$ cat src/rtl/key_detector.sv
// key_detector: counts dark pixels per key column inside a horizontal band of each
// camera frame, then applies hysteresis and debounce and publishes per-key press state.
module key_detector #(
  parameter int          IMG_W    = 320,
  parameter int          IMG_H    = 240,
  parameter int          KEYS     = 8,
  parameter int          ROW_TOP  = 160,
  parameter int          ROW_BOT  = 239,
  parameter logic [7:0]  LUMA_TH  = 8'd60,
  parameter logic [11:0] ON_TH    = 12'd1200,
  parameter logic [11:0] OFF_TH   = 12'd800,
  parameter int          DEBOUNCE = 2
) (
  input  logic            clk,
  input  logic            rst,
  input  logic            pix_valid,
  input  logic            pix_sof,
  input  logic [15:0]     pix_data,
  output logic [KEYS-1:0] key_state,
  output logic [KEYS-1:0] key_on,
  output logic [KEYS-1:0] key_off,
  output logic            frame_done,
  output logic [15:0]     debug_out
);

  localparam int KEY_W = IMG_W / KEYS;
  localparam int XW    = $clog2(IMG_W);
  localparam int YW    = $clog2(IMG_H);
  localparam int KW    = (KEYS > 1) ? $clog2(KEYS) : 1;

  localparam logic [XW-1:0] X_LAST = XW'(IMG_W - 1);
  localparam logic [YW-1:0] Y_LAST = YW'(IMG_H - 1);
  localparam logic [YW-1:0] Y_TOP  = YW'(ROW_TOP);
  localparam logic [YW-1:0] Y_BOT  = YW'(ROW_BOT);
  localparam logic [XW-1:0] X_KEYW = XW'(KEY_W);
  localparam logic [KW-1:0] K_LAST = KW'(KEYS - 1);
  localparam logic [1:0]    DEB    = 2'(DEBOUNCE);

  typedef enum logic [2:0] {
    WAIT_SOF = 3'd0,
    ACCUM    = 3'd1,
    FLUSH    = 3'd2,
    EVAL     = 3'd3,
    PUBLISH  = 3'd4
  } state_t;

  // Weighted luma of an RGB565 pixel: each channel widened to 8 bits, then r/4 + g/2 + b/4.
  function automatic logic [7:0] luma_f(input logic [15:0] p);
    logic [7:0] r8;
    logic [7:0] g8;
    logic [7:0] b8;
    r8 = {p[15:11], 3'b000};
    g8 = {p[10:5], 2'b00};
    b8 = {p[4:0], 3'b000};
    return (r8 >> 3'd2) + (g8 >> 3'd1) + (b8 >> 3'd2);
  endfunction

  state_t          state_r;
  logic [XW-1:0]   x_r;
  logic [YW-1:0]   y_r;
  logic            pipe_valid_r;
  logic [7:0]      pipe_luma_r;
  logic [KW-1:0]   pipe_key_r;
  logic            pipe_band_r;
  logic [11:0]     cnt_r    [KEYS];
  logic [1:0]      streak_r [KEYS];
  logic [KEYS-1:0] next_state_r;
  logic [KW-1:0]   eval_idx_r;
  logic [7:0]      drop_cnt_r;

  logic            first_s;
  logic            accum_s;
  logic            restart_s;
  logic            last_s;
  logic            take_s;
  logic [XW-1:0]   pos_x_s;
  logic [YW-1:0]   pos_y_s;
  logic [KW-1:0]   pos_key_s;
  logic            pos_band_s;
  logic            dark_s;
  logic [11:0]     eval_cnt_s;
  logic            eval_ns_s;
  logic [1:0]      eval_streak_s;
  logic [1:0]      streak_inc_s;
  logic            vote_s;

  // Pixel acceptance, frame-position decode and per-key evaluation votes.
  always_comb begin
    first_s       = 1'b0;
    accum_s       = 1'b0;
    pos_x_s       = x_r;
    pos_y_s       = y_r;
    if (state_r == WAIT_SOF) begin
      first_s = pix_valid & pix_sof;
    end else begin
      first_s = 1'b0;
    end
    if (state_r == ACCUM) begin
      accum_s = pix_valid;
    end else begin
      accum_s = 1'b0;
    end
    restart_s = accum_s & pix_sof & ~((x_r == {XW{1'b0}}) & (y_r == {YW{1'b0}}));
    last_s    = accum_s & ~restart_s & (x_r == X_LAST) & (y_r == Y_LAST);
    take_s    = first_s | accum_s;
    // A sof pixel always lands at the frame origin, whatever the current position.
    if (first_s | restart_s) begin
      pos_x_s = {XW{1'b0}};
      pos_y_s = {YW{1'b0}};
    end else begin
      pos_x_s = x_r;
      pos_y_s = y_r;
    end
    pos_key_s     = KW'(pos_x_s / X_KEYW);
    pos_band_s    = (pos_y_s >= Y_TOP) && (pos_y_s <= Y_BOT);
    dark_s        = pipe_valid_r & pipe_band_r & (pipe_luma_r < LUMA_TH);
    eval_cnt_s    = cnt_r[eval_idx_r];
    eval_ns_s     = next_state_r[eval_idx_r];
    eval_streak_s = streak_r[eval_idx_r];
    streak_inc_s  = eval_streak_s + 2'd1;
    if (eval_ns_s) begin
      vote_s = (eval_cnt_s < OFF_TH);
    end else begin
      vote_s = (eval_cnt_s > ON_TH);
    end
  end

  // Frame FSM with luma pipeline, column counters, debounce state and registered outputs.
  always_ff @(posedge clk or negedge rst) begin
    if (!rst) begin
      state_r      <= WAIT_SOF;
      x_r          <= {XW{1'b0}};
      y_r          <= {YW{1'b0}};
      pipe_valid_r <= 1'b0;
      pipe_luma_r  <= 8'd0;
      pipe_key_r   <= {KW{1'b0}};
      pipe_band_r  <= 1'b0;
      next_state_r <= {KEYS{1'b0}};
      eval_idx_r   <= {KW{1'b0}};
      drop_cnt_r   <= 8'd0;
      key_state    <= {KEYS{1'b0}};
      key_on       <= {KEYS{1'b0}};
      key_off      <= {KEYS{1'b0}};
      frame_done   <= 1'b0;
      for (int i = 0; i < KEYS; i++) begin
        cnt_r[i]    <= 12'd0;
        streak_r[i] <= 2'd0;
      end
    end else begin
      frame_done   <= 1'b0;
      key_on       <= {KEYS{1'b0}};
      key_off      <= {KEYS{1'b0}};
      pipe_valid_r <= take_s;
      if (take_s) begin
        pipe_luma_r <= luma_f(pix_data);
        pipe_key_r  <= pos_key_s;
        pipe_band_r <= pos_band_s;
      end
      // On restart the in-flight pixel belongs to the aborted frame, so the clear wins.
      if (restart_s) begin
        for (int i = 0; i < KEYS; i++) begin
          cnt_r[i] <= 12'd0;
        end
      end else if (dark_s) begin
        cnt_r[pipe_key_r] <= cnt_r[pipe_key_r] + 12'd1;
      end
      case (state_r)
        WAIT_SOF: begin
          if (first_s) begin
            x_r     <= XW'(1);
            y_r     <= {YW{1'b0}};
            state_r <= ACCUM;
          end
        end
        ACCUM: begin
          if (restart_s) begin
            drop_cnt_r <= drop_cnt_r + 8'd1;
            x_r        <= XW'(1);
            y_r        <= {YW{1'b0}};
          end else if (last_s) begin
            state_r <= FLUSH;
          end else if (accum_s) begin
            if (x_r == X_LAST) begin
              x_r <= {XW{1'b0}};
              y_r <= y_r + YW'(1);
            end else begin
              x_r <= x_r + XW'(1);
            end
          end
        end
        FLUSH: begin
          eval_idx_r <= {KW{1'b0}};
          state_r    <= EVAL;
        end
        EVAL: begin
          if (vote_s) begin
            if (streak_inc_s == DEB) begin
              next_state_r[eval_idx_r] <= ~eval_ns_s;
              streak_r[eval_idx_r]     <= 2'd0;
            end else begin
              streak_r[eval_idx_r] <= streak_inc_s;
            end
          end else begin
            streak_r[eval_idx_r] <= 2'd0;
          end
          if (eval_idx_r == K_LAST) begin
            state_r <= PUBLISH;
          end else begin
            eval_idx_r <= eval_idx_r + KW'(1);
          end
        end
        PUBLISH: begin
          key_state  <= next_state_r;
          key_on     <= next_state_r & ~key_state;
          key_off    <= ~next_state_r & key_state;
          frame_done <= 1'b1;
          for (int i = 0; i < KEYS; i++) begin
            cnt_r[i] <= 12'd0;
          end
          state_r <= WAIT_SOF;
        end
        default: begin
          state_r <= WAIT_SOF;
        end
      endcase
    end
  end

  assign debug_out = {drop_cnt_r, key_state[7:0]};

endmodule

$ cat config.mk
export PLATFORM = sky130hd
export DESIGN_NAME = key_detector
export DESIGN_NICKNAME = d
export VERILOG_FILES = /design/src/rtl/key_detector.sv
export SDC_FILE = /design/constraint.sdc
export NUM_CORES = 1
export LEC_CHECK = 0
export CAP_MARGIN = 20
export CORE_MARGIN = 3
export CORE_UTILIZATION = 50
export CTS_CLUSTER_SIZE = 8
export DETAILED_ROUTE_END_ITERATION = 6
export PLACE_DENSITY_LB_ADDON = 0.12
export SYNTH_ARGS = -nofsm -noshare
export SYNTH_HDL_FRONTEND = slang
export SYNTH_SLANG_ARGS = --single-unit
$ cat constraint.sdc
create_clock -name clk -period 2.6 [get_ports clk]
set_input_delay 0.39 -clock clk [delete_from_list [all_inputs] [get_ports clk]]
set_output_delay 0.39 -clock clk [all_outputs]
set_load 0.01 [all_outputs]
# Word level (Yosys, flattened, before mapping)
# Index checks and enable logic that the tools add are counted.
# totals
elab_cells,156
output_inout_bits,41
in_bits,20
ff_bits,189
# classes
mux,52
n_div,1
add_sub_neg,8
n_lt_le_gt_ge,11
n_eq_ne,16
n_reduce_logical,16
n_bitwise,22
# ops
cell,n
96-bit two-way mux,3
96-bit bitwise mux,1
12-bit binary-select mux with 3-bit select,2
8-bit two-way mux,8
12-bit two-way mux,5
9-bit two-way mux,6
12-bit demux with 3-bit select,1
16-bit two-way mux,2
9-bit case mux with 2 select lines,1
8-bit by 1-bit adder with 8-bit output (second input constant),2
16-bit AND,1
8-bit AND,2
16-bit bitwise mux,1
16-bit NOT,1
8-bit NOT,2
8-bit case mux with 2 select lines,1
3-bit two-way mux,5
12-bit by 1-bit adder with 12-bit output (second input constant),1
12-bit by 11-bit > comparator with 1-bit output (second input constant),1
12-bit by 10-bit < comparator with 1-bit output (second input constant),1
3-bit case mux with 4 select lines,1
2-bit != test (second input constant),5
9-bit by 1-bit adder with 9-bit output (second input constant),1
1-bit AND,9
41 further kinds,63

# Depth between registers and ports, before layout
# depth
word_depth,11
depth_mapped,11
ltp_nobuf,10

# Worst setup path after synthesis
# OpenSTA, ideal clock, no wires.
# synth_path
path_type,register -> register
from,register eval_idx_r[0]
to,register streak_r[11] in the netlist's numbering
n_path_buf,5
setup_time_ps,110
arrival_time_ps,2624
path_slack_ps,-134
t_required_ps,2490
synth_period_minus_slack_ps,2734
stages_incl_launch_ff,11
cell_sequence,dfrtp_1 -> buf_4 -> buf_2 -> buf_2 -> mux4_2 -> nand2_1 -> nand2_1 -> ha_1 -> clkbuf_1 -> clkbuf_1 -> o41ai_1
# synth_via
elab_chain_cells,9
elab_cells_between_ends,24
classes_between,add/sub (1); order compare (4); eq/ne (1); mux (14); bitwise (3); reduce/logical (1)
# synth_lines
item,line_no,source
from (decl),68,logic [KW-1:0] eval_idx_r;
from (signal assigned),139,eval_idx_r <= {KW{1'b0}};
from (signal assigned),192,eval_idx_r <= {KW{1'b0}};
from (signal assigned),209,eval_idx_r <= eval_idx_r + KW'(1);
"parallel branches: the longest is 8 deep, another holds 12-bit by 11-bit > comparator with 1-bit output",--,
16-bit two-way mux *,196,if (vote_s) begin
"to (signal, indexed assignment)",201,streak_r[eval_idx_r] <= streak_inc_s;
to (decl),66,logic [1:0] streak_r [KEYS];
# Mark *: on every way between the ends. The select of a mux whose other input is x is not followed.
# A chain may end at the register's enable or synchronous reset.

# Final worst setup path
# layout_path
from,register pipe_key_r[0]
to,register cnt_r[44] in the netlist's numbering
# layout_via
elab_chain_cells,9
elab_cells_between_ends,14
classes_between,add/sub (1); order compare (2); mux (9); bitwise (1); reduce/logical (1)
# layout_lines
item,line_no,source
from (decl),63,logic [KW-1:0] pipe_key_r;
from (signal assigned),136,pipe_key_r <= {KW{1'b0}};
from (signal assigned),156,pipe_key_r <= pos_key_s;
3-bit NOT with 4-bit output (not written as such) *,165,cnt_r[pipe_key_r] <= cnt_r[pipe_key_r] + 12'd1;
"12-bit binary-select mux with 3-bit select, or another cell as far along",165,
12-bit two-way mux (not written as such) / 1-bit logical AND (equally long branches),165,
12-bit two-way mux (not written as such),165,
12-bit by 1-bit adder with 12-bit output / 12-bit demux with 3-bit select (equally long branches),165,
96-bit bitwise mux *,165,
96-bit two-way mux *,164,end else if (dark_s) begin
96-bit two-way mux *,160,if (restart_s) begin
96-bit two-way mux *,167,case (state_r)
"to (signal, indexed assignment)",165,
to (decl),65,logic [11:0] cnt_r [KEYS];
# Mark *: on every way between the ends. The rest lies on a longest branch, timed or not. The select of a mux whose other input is x is not followed.

==> run metrics <==
Max FO, Critical Path 8; combinational power share 0.115; hpwl dp 19.5 mm; syn nets 921; VDD IR-drop max 0.000485 V; I/O Pins 61; commonest non-fill, non-tap cell in the layout dfrtp_1; Synthesis Warnings 0; sequential fraction of design power 0.472; DRT antenna net count 0; share of the synthesized area in the top cell type 0.471; layout net count 1075; FF-to-FF End cnt_r[44]$_DFFE_PN0P_; Sw Share 0.280; WHS Endpoint drop_cnt_r[7]$_DFFE_PN0P_; mean post-synth cell area 11.3 um2; total number of vias 8126; Hold Path Class reg -> reg; main flop type after synthesis dfrtp_1; first-pass GRT wire length 44.0 mm; drt total wl 27.5 mm; Core Area 0.0191 mm2; final setup vio count 0; outcome complete, no violations; clk_lat worst skew 0.45 ns; die area 0.0216 mm2; FMAX 393 MHz; largest net degree at the start of global routing 73; Hold WS 0.475 ns; number of flops mapped to enable cells by yosys 0; number of global-route vias before repair 8167; Seq/Total Area, Yosys 0.471; Met3 Wirelength 1.90 mm; TritonCTS buffer count 17; flop-to-flop setup slack 0.05 ns; slowest CP cell mux4_1; pre-CTS WS -0.156 ns; Syn Inst Count 881; Via density 6.21; final hold violations 0; top sig layer met4; Final GP Congestion 0.947; worst-case clock buffer depth 2; Crit. End Element flip-flop; Area Growth Syn to Fin 25.3%; cell depth of the worst setup path 9; hold path cells 1; Max Cap Viol 0; TritonCTS Sinks 187; CTS tree yes; Root Driver clkbuf_16; Met2 Wirelength 13.1 mm; height of the die 147 um; total power divided by cell area 523 mW/mm2; Clk network pwr share 0.413; layout cell share with drive strength beyond 1 0.271; # port buffers 60; Post-Synthesis Cell Area 0.00994 mm2; worst clock skew 0.0157 ns; actual slew at the worst max-slew pin 0.674 ns; worst stage delay on the critical path 0.55 ns; NetSw 1.82 mW; WP data arrival 2.88 ns; overall fraction of global-route tracks in use 0.255; area leader, netlist dfrtp_1; internal power 4.69 mW; commonest cells after routing, fill and taps aside 184 x dfrtp_1, 128 x buf_4, 98 x a22o_1, 78 x nand2_1, 59 x clkdlybuf4s50_1; Crit path required time 2.93 ns; Rel. slew slack 0.551; # diodes 0; initial antenna violation count 0; cells along the critical path buf_6 > mux4_1 > mux2_4 > ha_4 > inv_2 > nor2_2 > and3b_2 > xnor2_4 > a22o_1; FF-to-FF Start pipe_key_r[0]$_DFFE_PN0P_; fin crit share 0.980; ys async rst share 1.00; Worst Hold Launch drop_cnt_r[7]$_DFFE_PN0P_; Worst setup SP type flip-flop; Worst-path clk slew 0.08 ns; reg2reg path depth 9; Remaining DRCs 0; CTS H-Tree Depth 4; grt ovf 0; routed len/inst 21.0 um; worst setup margin 0.0525 ns; WP buf/inv 2; met1 WL 11.7 mm; Synth Register Bits 187; Lkg Pwr 5.68 nW; Area contributors post-synth dfrtp_1 47%, a22o_1 8.6%, mux4_2 5.0%; # rows 50; DR pass1 iterations 6; delay-heaviest family, CP multiplexers; initial DRC count 729; minimum clock period 2.55 ns; Final Max Slew Viols 0; starting density of the core 0.519; Crit Path Category reg -> reg; die width 147 um; Synth cell types 78
## per-stage QoR
stage                      TNS, ns  instance area (um2)  power, mW  cells   util
after floorplan                  0                 9950       3.47    881      -
after global placement       -2.43                11500       3.81   1265  0.602
after detailed placement     -4.95                11500       3.83   1265  0.602
after CTS                 -0.00535                12200       6.51   1298  0.637
after global routing        -0.178                12500       6.75   1308  0.651
final                            0                12500       6.51   1308  0.651
## Yosys cell counts, drive strengths merged (18+ instances only)
cell and count:
o41ai 18, dfrtp 187, o21ai 26, a21oi 23
inv 29, buf 44, nor2 58, mux4 28
a22o 99, nor3 20, nand3 25, nand2 81
clkbuf 20, xor2 19, mux2i 20
## kinds of logic after synthesis
group / synth area share
multiplexers: 0.102
adder cells (fa/ha/maj): 0.0289
XOR/XNOR: 0.0331
flip-flops: 0.471
AND/OR/NAND/NOR: 0.130
buffers and inverters: 0.0493
AO/OA/AOI/OAI: 0.186
## worst max path at each step
| stage | start | to |
|---|---|---|
| after floorplan | eval_idx_r[0]$_DFFE_PN0P_ | streak_r[11]$_DFFE_PN0P_ |
| after global placement | cnt_r[36]$_DFFE_PN0P_ | streak_r[1]$_DFFE_PN0P_ |
| after detailed placement | cnt_r[36]$_DFFE_PN0P_ | next_state_r[4]$_DFFE_PN0P_ |
| after CTS | eval_idx_r[1]$_DFFE_PN0P_ | next_state_r[4]$_DFFE_PN0P_ |
| after global routing | x_r[0]$_DFFE_PN0P_ | x_r[7]$_DFFE_PN0P_ |
| final | pipe_key_r[0]$_DFFE_PN0P_ | cnt_r[44]$_DFFE_PN0P_ |
## metal layers
layer / up-vias / track usage
met5: - / 0
met4: 0 / 0.0853
met3: 79 / 0.0515
met2: 322 / 0.408
met1: 4112 / 0.350
li1: 3613 / -
## sequential cells by signal, summed over array words and instances (netlist names), 8 cells and up
| register | flops |
|---|---|
| cnt_r | 96 |
| streak_r | 16 |
| x_r | 9 |
| drop_cnt_r | 8 |
| key_off | 8 |
| key_on | 8 |
| key_state | 8 |
| next_state_r | 8 |
| y_r | 8 |
## what timing repair did
action,in CTS,in global routing
cloned,0,0
pin swaps,0,15
gates resized for setup,11,50
hold endpoints to repair,42,0
buffers inserted,0,10
endpoints found under the setup margin,81,129
hold buffers,1,0
## power by group through the flow
stage          clock (mW)  sequential [mW]  combinational (mW)
2_1_floorplan           0             3.12               0.344
3_3_place_gp            0             3.12               0.683
3_5_place_dp            0             3.13               0.705
4_1_cts              2.72             3.07               0.712
5_1_grt              2.84             3.09               0.818
6_report             2.69             3.08               0.750
## final cells by class
cell class	count	area, um2
fill	1496	6690
multi-input combinational	601	4990
sequential	187	4680
timing repair buffer	199	1750
clock buffer	17	425
tap	260	325
clock inverter	15	178
inverter	29	109
(Power assumes the default switching activity.)
